--- src/rtl/pc_gen.sv ---
// Fetch PC generator: IDLE/RUN control, prioritized redirects, fetch-group masking.
// Define PC_GEN_RAS_EN to build the return address stack for call/return prediction.
module pc_gen #(
    parameter int                    PC_WIDTH     = 32,
    parameter int                    FETCH_WIDTH  = 2,
    parameter logic [PC_WIDTH-1:0]   RESET_VECTOR = '0,
    parameter int                    RAS_DEPTH    = 4
) (
    input  logic                   clk,
    input  logic                   rst_n,
    input  logic                   cpu_en,
    input  logic                   pc_stall,
    input  logic                   fetch_ready,
    output logic                   fetch_valid,
    output logic [PC_WIDTH-1:0]    fetch_pc,
    output logic [FETCH_WIDTH-1:0] fetch_mask,
    input  logic                   ctrl_valid,
    input  logic [PC_WIDTH-1:0]    ctrl_pc,
    input  logic                   br_taken,
    input  logic [PC_WIDTH-1:0]    br_addr,
    input  logic                   jp_taken,
    input  logic [PC_WIDTH-1:0]    jp_addr,
    input  logic                   call_en,
    input  logic [PC_WIDTH-1:0]    call_ret_addr,
    input  logic                   ret_en,
    output logic                   ras_empty
);

    localparam int                  OFF_W      = $clog2(FETCH_WIDTH) + 2;
    localparam logic [PC_WIDTH-1:0] STEP       = PC_WIDTH'(FETCH_WIDTH * 4);
    localparam logic [PC_WIDTH-1:0] GROUP_MASK = ~PC_WIDTH'(FETCH_WIDTH * 4 - 1);
    localparam logic [PC_WIDTH-1:0] WORD_MASK  = ~PC_WIDTH'(3);

    typedef enum logic {IDLE, RUN} state_t;

    state_t              state, state_nxt;
    logic [PC_WIDTH-1:0] pc, pc_nxt;
    logic                active;
    logic                flush;
    logic                ras_hit;
    logic [PC_WIDTH-1:0] ras_top;

    assign active      = (state == RUN) && cpu_en;
    // A trap or backend branch flushes decode, so its call/ret indications are stale.
    assign flush       = ctrl_valid || br_taken;
    assign fetch_valid = (state == RUN);
    assign fetch_pc    = pc;

    always_ff @(posedge clk or negedge rst_n) begin
        if (!rst_n) begin
            state <= IDLE;
            pc    <= RESET_VECTOR & WORD_MASK;
        end else begin
            state <= state_nxt;
            pc    <= pc_nxt;
        end
    end

    always_comb begin
        state_nxt = state;
        pc_nxt    = pc;
        case (state)
            IDLE: begin
                if (cpu_en) state_nxt = RUN;
            end
            RUN: begin
                if (!cpu_en)
                    state_nxt = IDLE;
                else if (ctrl_valid)
                    pc_nxt = ctrl_pc & WORD_MASK;
                else if (br_taken)
                    pc_nxt = br_addr & WORD_MASK;
                else if (ras_hit)
                    pc_nxt = ras_top & WORD_MASK;
                else if (jp_taken)
                    pc_nxt = jp_addr & WORD_MASK;
                else if (fetch_ready && !pc_stall)
                    pc_nxt = (pc & GROUP_MASK) + STEP;
            end
            default: state_nxt = IDLE;
        endcase
    end

    generate
        if (FETCH_WIDTH == 1) begin : g_mask_single
            assign fetch_mask = 1'b1;
        end else begin : g_mask_group
            localparam int SLOT_W = OFF_W - 2;
            logic [SLOT_W-1:0] slot;
            assign slot = pc[OFF_W-1:2];
            always_comb begin
                fetch_mask = '0;
                for (int i = 0; i < FETCH_WIDTH; i++)
                    fetch_mask[i] = (SLOT_W'(i) >= slot);
            end
        end
    endgenerate

`ifdef PC_GEN_RAS_EN
    localparam int PTR_W = $clog2(RAS_DEPTH);

    logic [PC_WIDTH-1:0] ras_mem [RAS_DEPTH];
    logic [PTR_W-1:0]    top_ptr;
    logic [PTR_W:0]      count;
    logic                push;

    assign ras_empty = (count == '0);
    assign ras_top   = ras_mem[top_ptr];
    assign ras_hit   = active && !flush && ret_en && !ras_empty;
    assign push      = active && !flush && call_en;

    // Circular stack: a push when full simply overwrites the oldest slot.
    always_ff @(posedge clk or negedge rst_n) begin
        if (!rst_n) begin
            top_ptr <= '0;
            count   <= '0;
            for (int i = 0; i < RAS_DEPTH; i++)
                ras_mem[i] <= '0;
        end else if (push && ras_hit) begin
            ras_mem[top_ptr] <= call_ret_addr;
        end else if (push) begin
            ras_mem[top_ptr + PTR_W'(1)] <= call_ret_addr;
            top_ptr <= top_ptr + PTR_W'(1);
            if (count != (PTR_W + 1)'(RAS_DEPTH))
                count <= count + 1'b1;
        end else if (ras_hit) begin
            top_ptr <= top_ptr - PTR_W'(1);
            count   <= count - 1'b1;
        end
    end
`else
    logic unused_ras;
    assign unused_ras = ^{call_en, ret_en, call_ret_addr, flush};
    assign ras_empty  = 1'b1;
    assign ras_hit    = 1'b0;
    assign ras_top    = '0;
`endif

endmodule

--- config.mk ---
export PLATFORM = sky130hd
export DESIGN_NAME = pc_gen
export DESIGN_NICKNAME = d
export VERILOG_FILES = /design/src/rtl/pc_gen.sv
export SDC_FILE = /design/constraint.sdc
export NUM_CORES = 1
export LEC_CHECK = 0
export ABC_CLOCK_PERIOD_IN_PS = 4400
export BUFFER_PORTS_ARGS = -buffer_cell sky130_fd_sc_hd__buf_2
export CORE_ASPECT_RATIO = 0.7
export CORE_MARGIN = 5
export CORE_UTILIZATION = 46
export CTS_CLUSTER_DIAMETER = 200
export DETAILED_ROUTE_END_ITERATION = 12
export GPL_TIMING_DRIVEN = 1
export PLACE_DENSITY = 0.91
export SLEW_MARGIN = 20
export SYNTH_ARGS = -nofsm -noshare
export SYNTH_HDL_FRONTEND = slang
export SYNTH_SLANG_ARGS = --single-unit
--- constraint.sdc ---
create_clock -name clk -period 4.4 [get_ports clk]
set_clock_uncertainty 0.2 [all_clocks]
set_input_delay 0 -clock clk [delete_from_list [all_inputs] [get_ports clk]]
set_output_delay 0 -clock clk [all_outputs]
set_load 0.1 [all_outputs]
## Word-level counts from Yosys, hierarchy flattened

Cells that the tools add are included.

- Reductions and logical operators: 4
- Add/sub/neg operators: 1
- $lt $le $gt $ge: 2
- Mux-type cells: 5

Operator list:

| cell | number |
|---|---|
| $mux 32 | 4 |
| $add 32x4->32 const B | 1 |
| $reduce_bool 4->1 | 1 |
| $reduce_and 3->1 | 1 |
| $ge 1x1->1 const A | 2 |
| $logic_and 1x1->1 | 1 |
| $logic_not 1->1 | 1 |
| $mux 1 | 1 |

- Logic and storage cells: 14
- Flip-flop bits (word level): 33
- Input bits: 138

## Logic depth before layout (Yosys ltp)

Gate-level depths: netlist of run 1.

- Depth in word-level cells: 6
- Mapped depth: 8
- Gate-level depth less buffers: 6

## Worst setup path after synthesis of run 1

Ideal clock, no wire load.

- Kind: register -> register
- Start point: register pc[3], in the netlist fetch_pc[3]
- End point: register pc[21], in the netlist fetch_pc[21]
- Required time: 4108 ps
- Period minus slack after synthesis: 2864 ps
- Setup time: 92 ps
- Buffers on the path: 0
- Path slack: 1536 ps
- Stages on the path, launching flop included: 7
- Data arrival time: 2572 ps
- Cell sequence: dfrtp_1 > ha_1 > nand3_2 > nor4_4 > nand2_2 > o41a_1 > o31ai_2

- Longest elaborated chain between the ends: 5

RTL lines:

| what | RTL line | source |
|---|---|---|
| from (decl) | 37 | `logic [PC_WIDTH-1:0] pc, pc_nxt;` |
| from (signal assigned) | 52 | `pc <= RESET_VECTOR & WORD_MASK;` |
| from (signal assigned) | 55 | `pc <= pc_nxt;` |
| $add 32x4->32 | 78 | `pc_nxt = (pc & GROUP_MASK) + STEP;` |
| $mux 32 | 77 | `else if (fetch_ready && !pc_stall)` |
| $mux 32 | 75 | `else if (jp_taken)` |
| $mux 32 | 71 | `else if (br_taken)` |
| $mux 32 | 69 | `else if (ctrl_valid)` |

No other way between the ends. The select of a mux whose other input is x is not followed.
A chain may end at the register's enable or synchronous reset.

## Worst setup path in the final report of run 1

- Start point: input br_taken
- End point: register pc[8], in the netlist fetch_pc[8]

- Longest elaborated chain between the ends: 2

RTL lines:

| what | RTL line | source |
|---|---|---|
| from (decl) | 19 | `input logic br_taken,` |
| $reduce_bool 4->1 (no line) or $mux 32 (tied branches) | -- |  |
| $reduce_and 3->1 (no line) or $mux 32 (tied branches) | -- |  |

Several ways; a longest one is shown, not always the timed one.

==> impl_summary.md, run 1 <==
Pwr
The internal portion of the total power is around 0.00069 W. The reported leakage power is 1.80 nW. The maximum vdd ir drop is 180 uV.

In this run, the combinational gates consume 54.1% of the power. The power density relative to cell area is 369 mW/mm^2. In this run switching power makes up 53.0% of total power.

The share of total power in the clock network is 17.8%. The relative contribution of sequential cells to total power is between 20% and 30%. The switching component of the power is 0.000782 W.

Route
The routed length per placed instance is ~19 um. Wires add up to 11.0 mm. Once detail routing completed, the nets flagged for antenna violations numbered 0. For this block, the initial DRC count from the detailed router was 300. The number of search-and-repair iterations in the first detailed-routing pass is 5.

The vias after detailed routing is roughly 3.5k. After detailed routing, the number of remaining DRC violations is 0. The via density per instance is 6.06.

STA
The relative max-transition margin is approximately two fifths. The sum of negative setup slack is 0 ns. Of the available clock period, the critical path in the final layout requires about 72%. The hold violation count in the final report is 1. Timing would allow up to about 310 MHz. The count of final setup violators is 0.

Setup repair after global routing left no endpoint under its margin. The worst hold-check slack is -0.00314 ns. The final worst-path setup slack is 1.21 ns. The transition time at the pin with the least slew margin is around 0.88 ns. The minimum clock period after layout is 3.19 ns.

The count of pins over their slew limit is 0.

Clock network
For the worst-skew pair, the clock arrives at the later sink with an insertion delay of roughly 0.30 ns. The clock tree from TritonCTS is built. The H-tree depth is 2. After clock tree synthesis, the clock-pin slew on the worst setup and hold paths is about 0.080 ns. In this run, CTS created clock tree buffers numbering 5.

The clock net in this run drives a total of 31 sinks. The quantity of gates resized following cts is 0. The tree is rooted in a clkbuf_8. Counting along the longest clock path gives a buffer depth of 2.

Logic synthesis
During synthesis, Yosys emitted a total of 0 warnings. Sorting the synthesized cells by how often they occur yields 33 x o21ai_0, 31 x dfrtp_1, 30 x nand2_1, 23 x nor2_1, 21 x a21oi_1. Yosys instantiated no cell more often than o21ai_0. Sorting the synthesized cells by area gives the leading types as dfrtp_1 29%, o21ai_0 6.2%, nand2_1 4.2%. The number of enable flip-flop cells after synthesis is 0. The prevailing post-synth register cell is dfrtp_1. The largest total area in the synthesized netlist belongs to dfrtp_1. The post-synthesis register bit count is 31. The synthesized area is 0.00265 mm^2. In this run, distinct cell masters in the synthesized netlist total 65. The top cell type by area accounts for between 20% and 30% of the synthesized area. After technology mapping, the gate count stands at 331. Counting flops with an async set or reset pin after synthesis yields a share of between 90% and 100%. Each instance of the synthesized netlist takes up on average 8.01 um^2. The sequential element share of the synthesized area is 29.3%.

Critical path
The critical path's largest stage delay is 0.62 ns. Walking the worst path, the cells encountered are buf_2 -> or2_1 -> o311a_1 -> buf_4 -> nand2_1 -> a221oi_1 -> dlygate4sd3_1 -> a21oi_1 -> dlygate4sd3_1. The slowest stage of the critical path belongs to the cell dlygate4sd3_1. The critical path start-end classification is in2reg. The internal reg-to-reg setup slack is around 1.3 ns. The depth of the most critical reg-to-reg path is 7. The most repeated library cell on the critical path is dlygate4sd3_1.

In this run the worst path has a maximum fanout of 36. STA puts the critical path data arrival time at 3.16 ns. The worst setup path is launched from a primary input. The element type at the critical path end is a flip-flop.

The worst endpoint required time is 4.38 ns.

GRT
The initial antenna violation count came to 0. For this run, the total global-route usage over all layers was measured as 29.2%. The wire length of the first global-routing pass is 17.1 mm. Entering global routing, the biggest net connects 44 pins. The via count of the first global-routing pass came to 3528. The global-route congestion overflow total is 0.

Place
At the end of routability-driven placement, the weighted congestion stood at 0.898. The total of buffers placed on input and output ports is ~130. The worst slack at placement is 1.91 ns. The sum of net half-perimeters after detailed placement is slightly above 7 mm.

Floorplan
The die covers ~0.0074 mm^2. The number of placement rows is 23. The core region is about 0.0057 mm^2.

Once the floorplan was initialized, standard cells occupied 46.8% of the core. The top-level I/O count is 174. The horizontal extent of the die is 101 um. The overall die height is 73.5 um.

Worst hold path
Counting instances, the worst hold path has a depth of 4. The class of the tightest hold or removal check is in2reg.

Run status
The flow ran to the end, but the final reports show violations. The final reports fail on negative hold slack.

Final layout
For this run, the post-layout net count is 644. 0 antenna diodes ended up in the layout. The share of final-layout standard cells stronger than drive strength 1 is 31.8%. The area growth from synthesis to layout is 50.9%.

Once layout is complete, the utilization of the core stands at approximately 71%.

Flow run
The number of maximum-capacitance violations is 0.
==> flip-flops by register name (all words and copies together) (netlist names) <==
| register | count |
|---|---|
| fetch_valid | 1 |
| fetch_pc | 30 |
==> placed cells by master (no fill, tap or decap), types with 2 or more instances in the layout <==
cell | synthesis | final
a32o_1 | 4 | 4
conb_1 | 2 | 4
buf_4 | 5 | 4
o31ai_1 | 8 | 8
dlygate4sd3_1 | 0 | 59
buf_2 | 7 | 129
o21ai_0 | 33 | 33
nor2b_1 | 3 | 3
a31o_2 | 4 | 4
xnor2_1 | 3 | 3
and3_1 | 5 | 5
or3_1 | 2 | 2
and2_1 | 2 | 2
mux2i_1 | 2 | 2
a211oi_1 | 8 | 8
dfrtp_1 | 31 | 31
nor3_1 | 12 | 12
nor2_1 | 23 | 23
a21o_1 | 2 | 2
nand2_1 | 30 | 30
nand3_1 | 10 | 10
o211ai_1 | 2 | 2
xor2_1 | 3 | 3
o2bb2ai_1 | 2 | 2
and4_1 | 2 | 2
mux2_2 | 2 | 2
a221o_1 | 9 | 9
a221oi_1 | 10 | 10
nand4_1 | 8 | 8
o21a_1 | 4 | 4
o22ai_1 | 6 | 6
o31a_1 | 2 | 2
nand2_2 | 3 | 3
inv_1 | 7 | 7
a21oi_1 | 21 | 21
nand2b_1 | 7 | 7
clkbuf_8 | 0 | 7
a31oi_1 | 5 | 5
==> path summary, 6_finish.rpt <==
| path | start | to |
|---|---|---|
| min in group asynchronous | rst_n | fetch_pc[11] |
| min | br_addr[19] | fetch_pc[19] |
| max reg2reg | fetch_pc[3] | fetch_pc[21] |
| min reg2reg | fetch_pc[4] | fetch_pc[4] |
| max in group asynchronous | rst_n | fetch_pc[5] |
| max | br_taken | fetch_pc[8] |
==> logic make-up (layout without fill, tap and decap cells) <==
| logic type | count (synthesis) | count (layout) | synth area share, % |
|---|---|---|---|
| AO/OA/AOI/OAI | 134 | 134 | 35.7 |
| AND/OR/NAND/NOR | 119 | 119 | 24.9 |
| buffers and inverters | 34 | 207 | 5.85 |
| flip-flops | 31 | 31 | 29.3 |
| XOR/XNOR | 6 | 6 | 1.98 |
| multiplexers | 4 | 4 | 1.60 |
| other | 2 | 4 | 0.283 |
| adder cells (fa/ha/maj) | 1 | 1 | 0.472 |
==> power by group through the flow <==
stage	Sequential, W	Clock (W)	Combinational, W
floorplan	0.000764	0	0.000201
global placement	0.000412	0	0.000700
detailed placement	0.000417	0	0.000713
CTS	0.000412	0.000260	0.000791
global route	0.000427	0.000274	0.000833
finish	0.000416	0.000262	0.000797
==> critical path, delay by kind of cell <==
family | cells | cell delay (ns)
AOI/OAI and AO/OA | 3 | 0.56
buffers and inverters | 4 | 2.05
and+or+nand+nor | 2 | 0.54
==> cell type report <==
type,instances,area [um^2]
clock buffers,8,100
flip-flops and latches,31,776
fillers,474,1670
inverters,7,26.3
multi-input cells,268,1740
well taps,75,93.8
repair buffers,192,1270
==> stage by stage <==
stage | instance area, um^2 | total power (W) | hold slack [ns] | cells
finish | 4000 | 0.00148 | -0.00314 | 581
detailed placement | 3310 | 0.00113 | -0.0850 | 514
CTS | 4000 | 0.00146 | 0.0146 | 581
global route | 4000 | 0.00153 | 0.0472 | 581
floorplan | 2660 | 0.000965 | -0.496 | 333
global placement | 3310 | 0.00111 | -0.0986 | 514
==> repair_timing <==
item                       4_1_cts  5_1_grt
hold buffers                    59        0
setup buffers                    0        0
setup endpoints to repair        0        0
hold endpoints to repair        62        0
==> layer usage <==
metal  vias up  global-route usage, %  part of all wire (%)
met3        19                   5.41                    11
li1       1615                      -                     -
met1      1671                   37.6                    40
met4         0                   7.92                   1.4
met2       216                   50.6                    47
met5         -                      0                     0
Power figures use the tool's default switching activity.
==> inputs of run 2 (changes only) <==
- ABC_AREA: default -> 1
- ABC_CLOCK_PERIOD_IN_PS: 4400 -> 3000
- CORE_UTILIZATION: 46 -> 45
- PLACE_DENSITY: 0.91 -> 0.86
- clock period: 4.4 -> 3 ns (I/O delays scaled with it)
==> run 2 against run 1 <==
The run now ends clean; worst setup slack worse by 1.2 ns; critical path depth up 3; power up 43%; sequential cell count unchanged; register-to-register slack worse by 1.2 ns; wire length up 7.2%; first-iteration DRC count up 24%; critical path type is now reg2reg; highest routed layer unchanged.
==> impl_summary.md, run 2 <==
Run status
The flow ran to the end, and the final reports show no timing, DRC or antenna violations.

Floorplan
The horizontal extent of the die was 108 um (+7.1%). The number of placement rows is 25 (+8.7%). The overall die height is 78.6 um (+6.9%). The area of the core is 0.00663 mm^2 (+17%).

The top-level I/O count came to 174 (unchanged). The overall die area is 0.00848 mm^2 (+14%). The effective utilization at floorplan is 45.6% (-1.2 points).

Route
The via density per instance was 5.09 (-16%). The DRC violation count after routing is 0 (unchanged). The number of violations reported at the end of detailed-routing iteration 0 is 373 (+24%). The routed length per placed instance is 14.5 um (-23%). The final wirelength came to 11.8 mm (+7.2%). The vias after detailed routing is 4124 (+17%). The number of search-and-repair iterations in the first detailed-routing pass was 5 (unchanged).

The remaining antenna violation count came to 0 (unchanged).

Place
The total placed instance area is 0.00365 mm^2 (+10%). The worst slack at placement was 1.02 ns (-0.895 ns). The number of cells after detailed placement was 714 (+39%). The global placer's final weighted congestion came to 0.905 (+0.73%). The total of buffers placed on input and output ports is 129 (unchanged). The sum of net half-perimeters after detailed placement is 7.54 mm (+4.0%).

Critical path
The critical path's largest stage delay is 0.57 ns (-0.05 ns). The most numerous cell type found on the critical path is nand2_1. The depth of the most critical reg-to-reg path is 12 (+5). STA classifies the critical path startpoint as a flip-flop. The sum of buffers and inverters on the critical path is 2 (-2).

The worst register-to-register path begins at fetch_pc[3]. The critical path arrival is 2.96 ns (-0.20 ns). The maximum fanout along the worst path was 3 (-92%). The endpoint identified for the worst register-to-register timing path is fetch_pc[9].

The largest delay contributor family on the critical path is buffers and inverters. The critical path start-end classification is reg2reg. The internal reg-to-reg setup slack is 0.06 ns (-1.19 ns). The cell with the biggest individual delay on the critical path is dlygate4sd3_1.

The signal on the critical path passes through ha_4 -> nand2_2 -> nor2_4 -> nand2_4 -> xor2_1 -> nand2_1 -> o21ai_1 -> o21ai_1 -> dlygate4sd3_1 -> nand2_1 -> dlygate4sd3_1 -> nand2_1. The worst endpoint required time was 3.02 ns (-1.36 ns). The element type at the critical path end is a flip-flop.

Final layout
The flip-flop and latch area is 793 um^2 (+2.3%). The area growth from synthesis to layout is 54.2%. The number of flip-flops in the largest register is 30 (unchanged).

The most common library cell in the layout ignoring fill and taps is nand2_1. The net count of the finished layout is 856 (+33%). The filler-free cell count of the finished design is 810 (+39%). The area occupied by multi-input gates was 0.00203 mm^2 (+17%).

The summed area of non-filler cells in the final layout is 0.00466 mm^2 (+17%). The share of final-layout standard cells stronger than drive strength 1 is 27.4% (-4.4 points). In the layout the commonest cells are 179 x nand2_1, 129 x buf_2, 114 x nor2_1, 81 x dlygate4sd3_1, 29 x a21oi_1. The filler cell count in the final layout is 588 (+24%).

The number of antenna repair diodes is 0 (unchanged).

Clock network
The root buffer selected by CTS is clkbuf_8. The H-tree depth is 2 (unchanged). The worst-case clock buffer depth was 2 (unchanged).

The number of buffers created by CTS is 5 (unchanged). The later-pin clock latency in the skew report is 0.28 ns (-0.02 ns). The sink count of the clock tree is 31 (unchanged). The clock tree from TritonCTS is built. The clock transition time at the flip-flop clock pins of the worst setup and hold paths is 0.07 ns (about the same).

Logic synthesis
By count the netlist is led by 180 x nand2_1, 117 x nor2_1, 31 x dfrtp_1, 29 x a21oi_1, 23 x nand3_1. The share of Yosys cell area claimed by the top area cell type is 25.7% (-3.6 points). The post-synthesis register bit count is 31 (unchanged). The number of standard cells after synthesis is 512 (+55%). By area the synthesized netlist is led by dfrtp_1 26%, nand2_1 22%, nor2_1 15%. The number of enable flip-flop cells after synthesis is 0 (unchanged). The warning count from the yosys run is 0 (unchanged). The synthesized area is 0.00302 mm^2 (+14%).

The async set-or-reset flop fraction in the synthesized netlist is 100% (unchanged). nand2_1 is the most common cell in the netlist. The average cell area after synthesis is 5.90 um^2 (-26%).

The prevailing post-synth register cell is dfrtp_1. The unique cell type count in the Yosys netlist is 34 (-48%). The biggest area contributor in the post-synthesis netlist is dfrtp_1.

The sequential element share of the synthesized area came to 25.7% (-3.6 points).

STA
The transition time at the pin with the least slew margin came to 0.736 ns (-0.147 ns). Derived from the worst setup path, the maximum achievable clock frequency is 340 MHz. The worst hold-check slack is 0.0210 ns (+0.0241 ns). Setup repair after global routing could not meet its margin everywhere. The minimum clock period after layout is 2.94 ns. The relative max-transition margin is 50.9% (+9.9 points).

The hold violation count in the final report is 0 (-1). The final worst-path setup slack is 0.0583 ns (-1.16 ns). The count of final setup violators is 0 (unchanged). The share of the clock period used by the worst path is 98.1%.

The count of pins over their slew limit came to 0 (unchanged).

Worst hold path
The class of the tightest hold or removal check is in2reg. The worst hold path begins at br_addr[2]. The number of cells traversed by the worst hold path is 5 (+1). The sink of the worst hold path is fetch_pc[2].

Flow run
The number of maximum-capacitance violations is 0 (unchanged).

Pwr
The reported leakage power is 2.27 nW (+26%). The maximum vdd ir drop is 344 uV (+91%). The power density relative to cell area is 452 mW/mm^2 (+23%).

GRT
The global-route congestion overflow total came to 0 (unchanged). The wire length of the first global-routing pass was 18.4 mm (+7.5%). The via count of the first global-routing pass was 3955 (+12%). The initial antenna violation count came to 0 (unchanged). The maximum number of pins on one net before global-route repair is 46 (+4.5%). The global-route total usage across every layer is 27.0% (-2.2 points).
## run 2: cell types whose count changed after synthesis, sizes merged, moves of 9 or more
cell    change
a221oi     -10
nand3      +12
nand4       -9
nor3       -14
o31ai       -9
inv        +12
nand2     +155
a211oi      -9
nor2      +103
a221o       -9
## run 2: timing repair
action	CTS	global route
buffers inserted	0	9
hold buffers	81	0
setup endpoints to repair	0	12
hold endpoints to repair	62	0
gates resized for setup	0	24
## run 2: cell families (layout without fill, tap and decap cells)
logic type               after synthesis  count (layout)  synth area share, %
AO/OA/AOI/OAI                         66              66                 11.9
XOR/XNOR                              13              13                 3.77
adder cells (fa/ha/maj)                1               1                0.414
buffers and inverters                 48             250                 8.86
flip-flops                            31              31                 25.7
other                                  2               4                0.249
AND/OR/NAND/NOR                      351             351                 49.1
## run 2: per-stage QoR
| stage | total power, W | utilization (%) | TNS [ns] |
|---|---|---|---|
| after floorplan | 0.00141 | - | 0 |
| after global placement | 0.00163 | 55.1 | 0 |
| after detailed placement | 0.00164 | 55.1 | 0 |
| after CTS | 0.00205 | 68.4 | 0 |
| after global routing | 0.00222 | 70.3 | -0.0791 |
| final | 0.00211 | 70.3 | 0 |
## run 2: worst max-delay path by stage
stage,startpoint,endpoint,slack [ns],cells past startpoint
after floorplan,fetch_pc[4],fetch_pc[25],0.48,12
after global placement,fetch_pc[4],fetch_pc[25],1.05,12
after detailed placement,fetch_pc[4],fetch_pc[21],1.02,12
after CTS,fetch_pc[4],fetch_pc[9],0.03,12
after global routing,fetch_pc[3],fetch_pc[30],-0.04,12
final,fetch_pc[3],fetch_pc[9],0.06,12
## run 2: where the power goes
part / internal, W / switching, W / leakage, nW
clock: 0.000155 / 0.000155 / 0.0371
combinational: 0.000329 / 0.000868 / 1.87
sequential: 0.000492 / 0.000110 / 0.362
## run 2: layout make-up
class | instances | share of cell area (%)
well taps | 94 | 2.52
flip-flops and latches | 31 | 17.0
clock buffers | 6 | 1.56
inverters | 20 | 1.61
repair buffers | 224 | 33.8
multi-input cells | 435 | 43.5
## run 2: per-layer routing
layer / part of all wire, % / up-vias / routed length, um / track usage, %
met5: 0 / - / 0 / 0
met4: 1.1 / 0 / 133 / 7.31
met3: 8.8 / 16 / 1030 / 5.75
met2: 46 / 221 / 5460 / 44.9
met1: 44 / 1873 / 5130 / 35.5
li1: - / 2014 / - / -
## run 2: worst register-to-register path, cell delays in order (launching register included)
cell,delay [ns]
dfrtp_1,0.44
ha_4,0.18
nand2_2,0.07
nor2_4,0.19
nand2_4,0.08
xor2_1,0.14
nand2_1,0.08
o21ai_1,0.08
o21ai_1,0.19
dlygate4sd3_1,0.57
nand2_1,0.05
dlygate4sd3_1,0.55
nand2_1,0.06
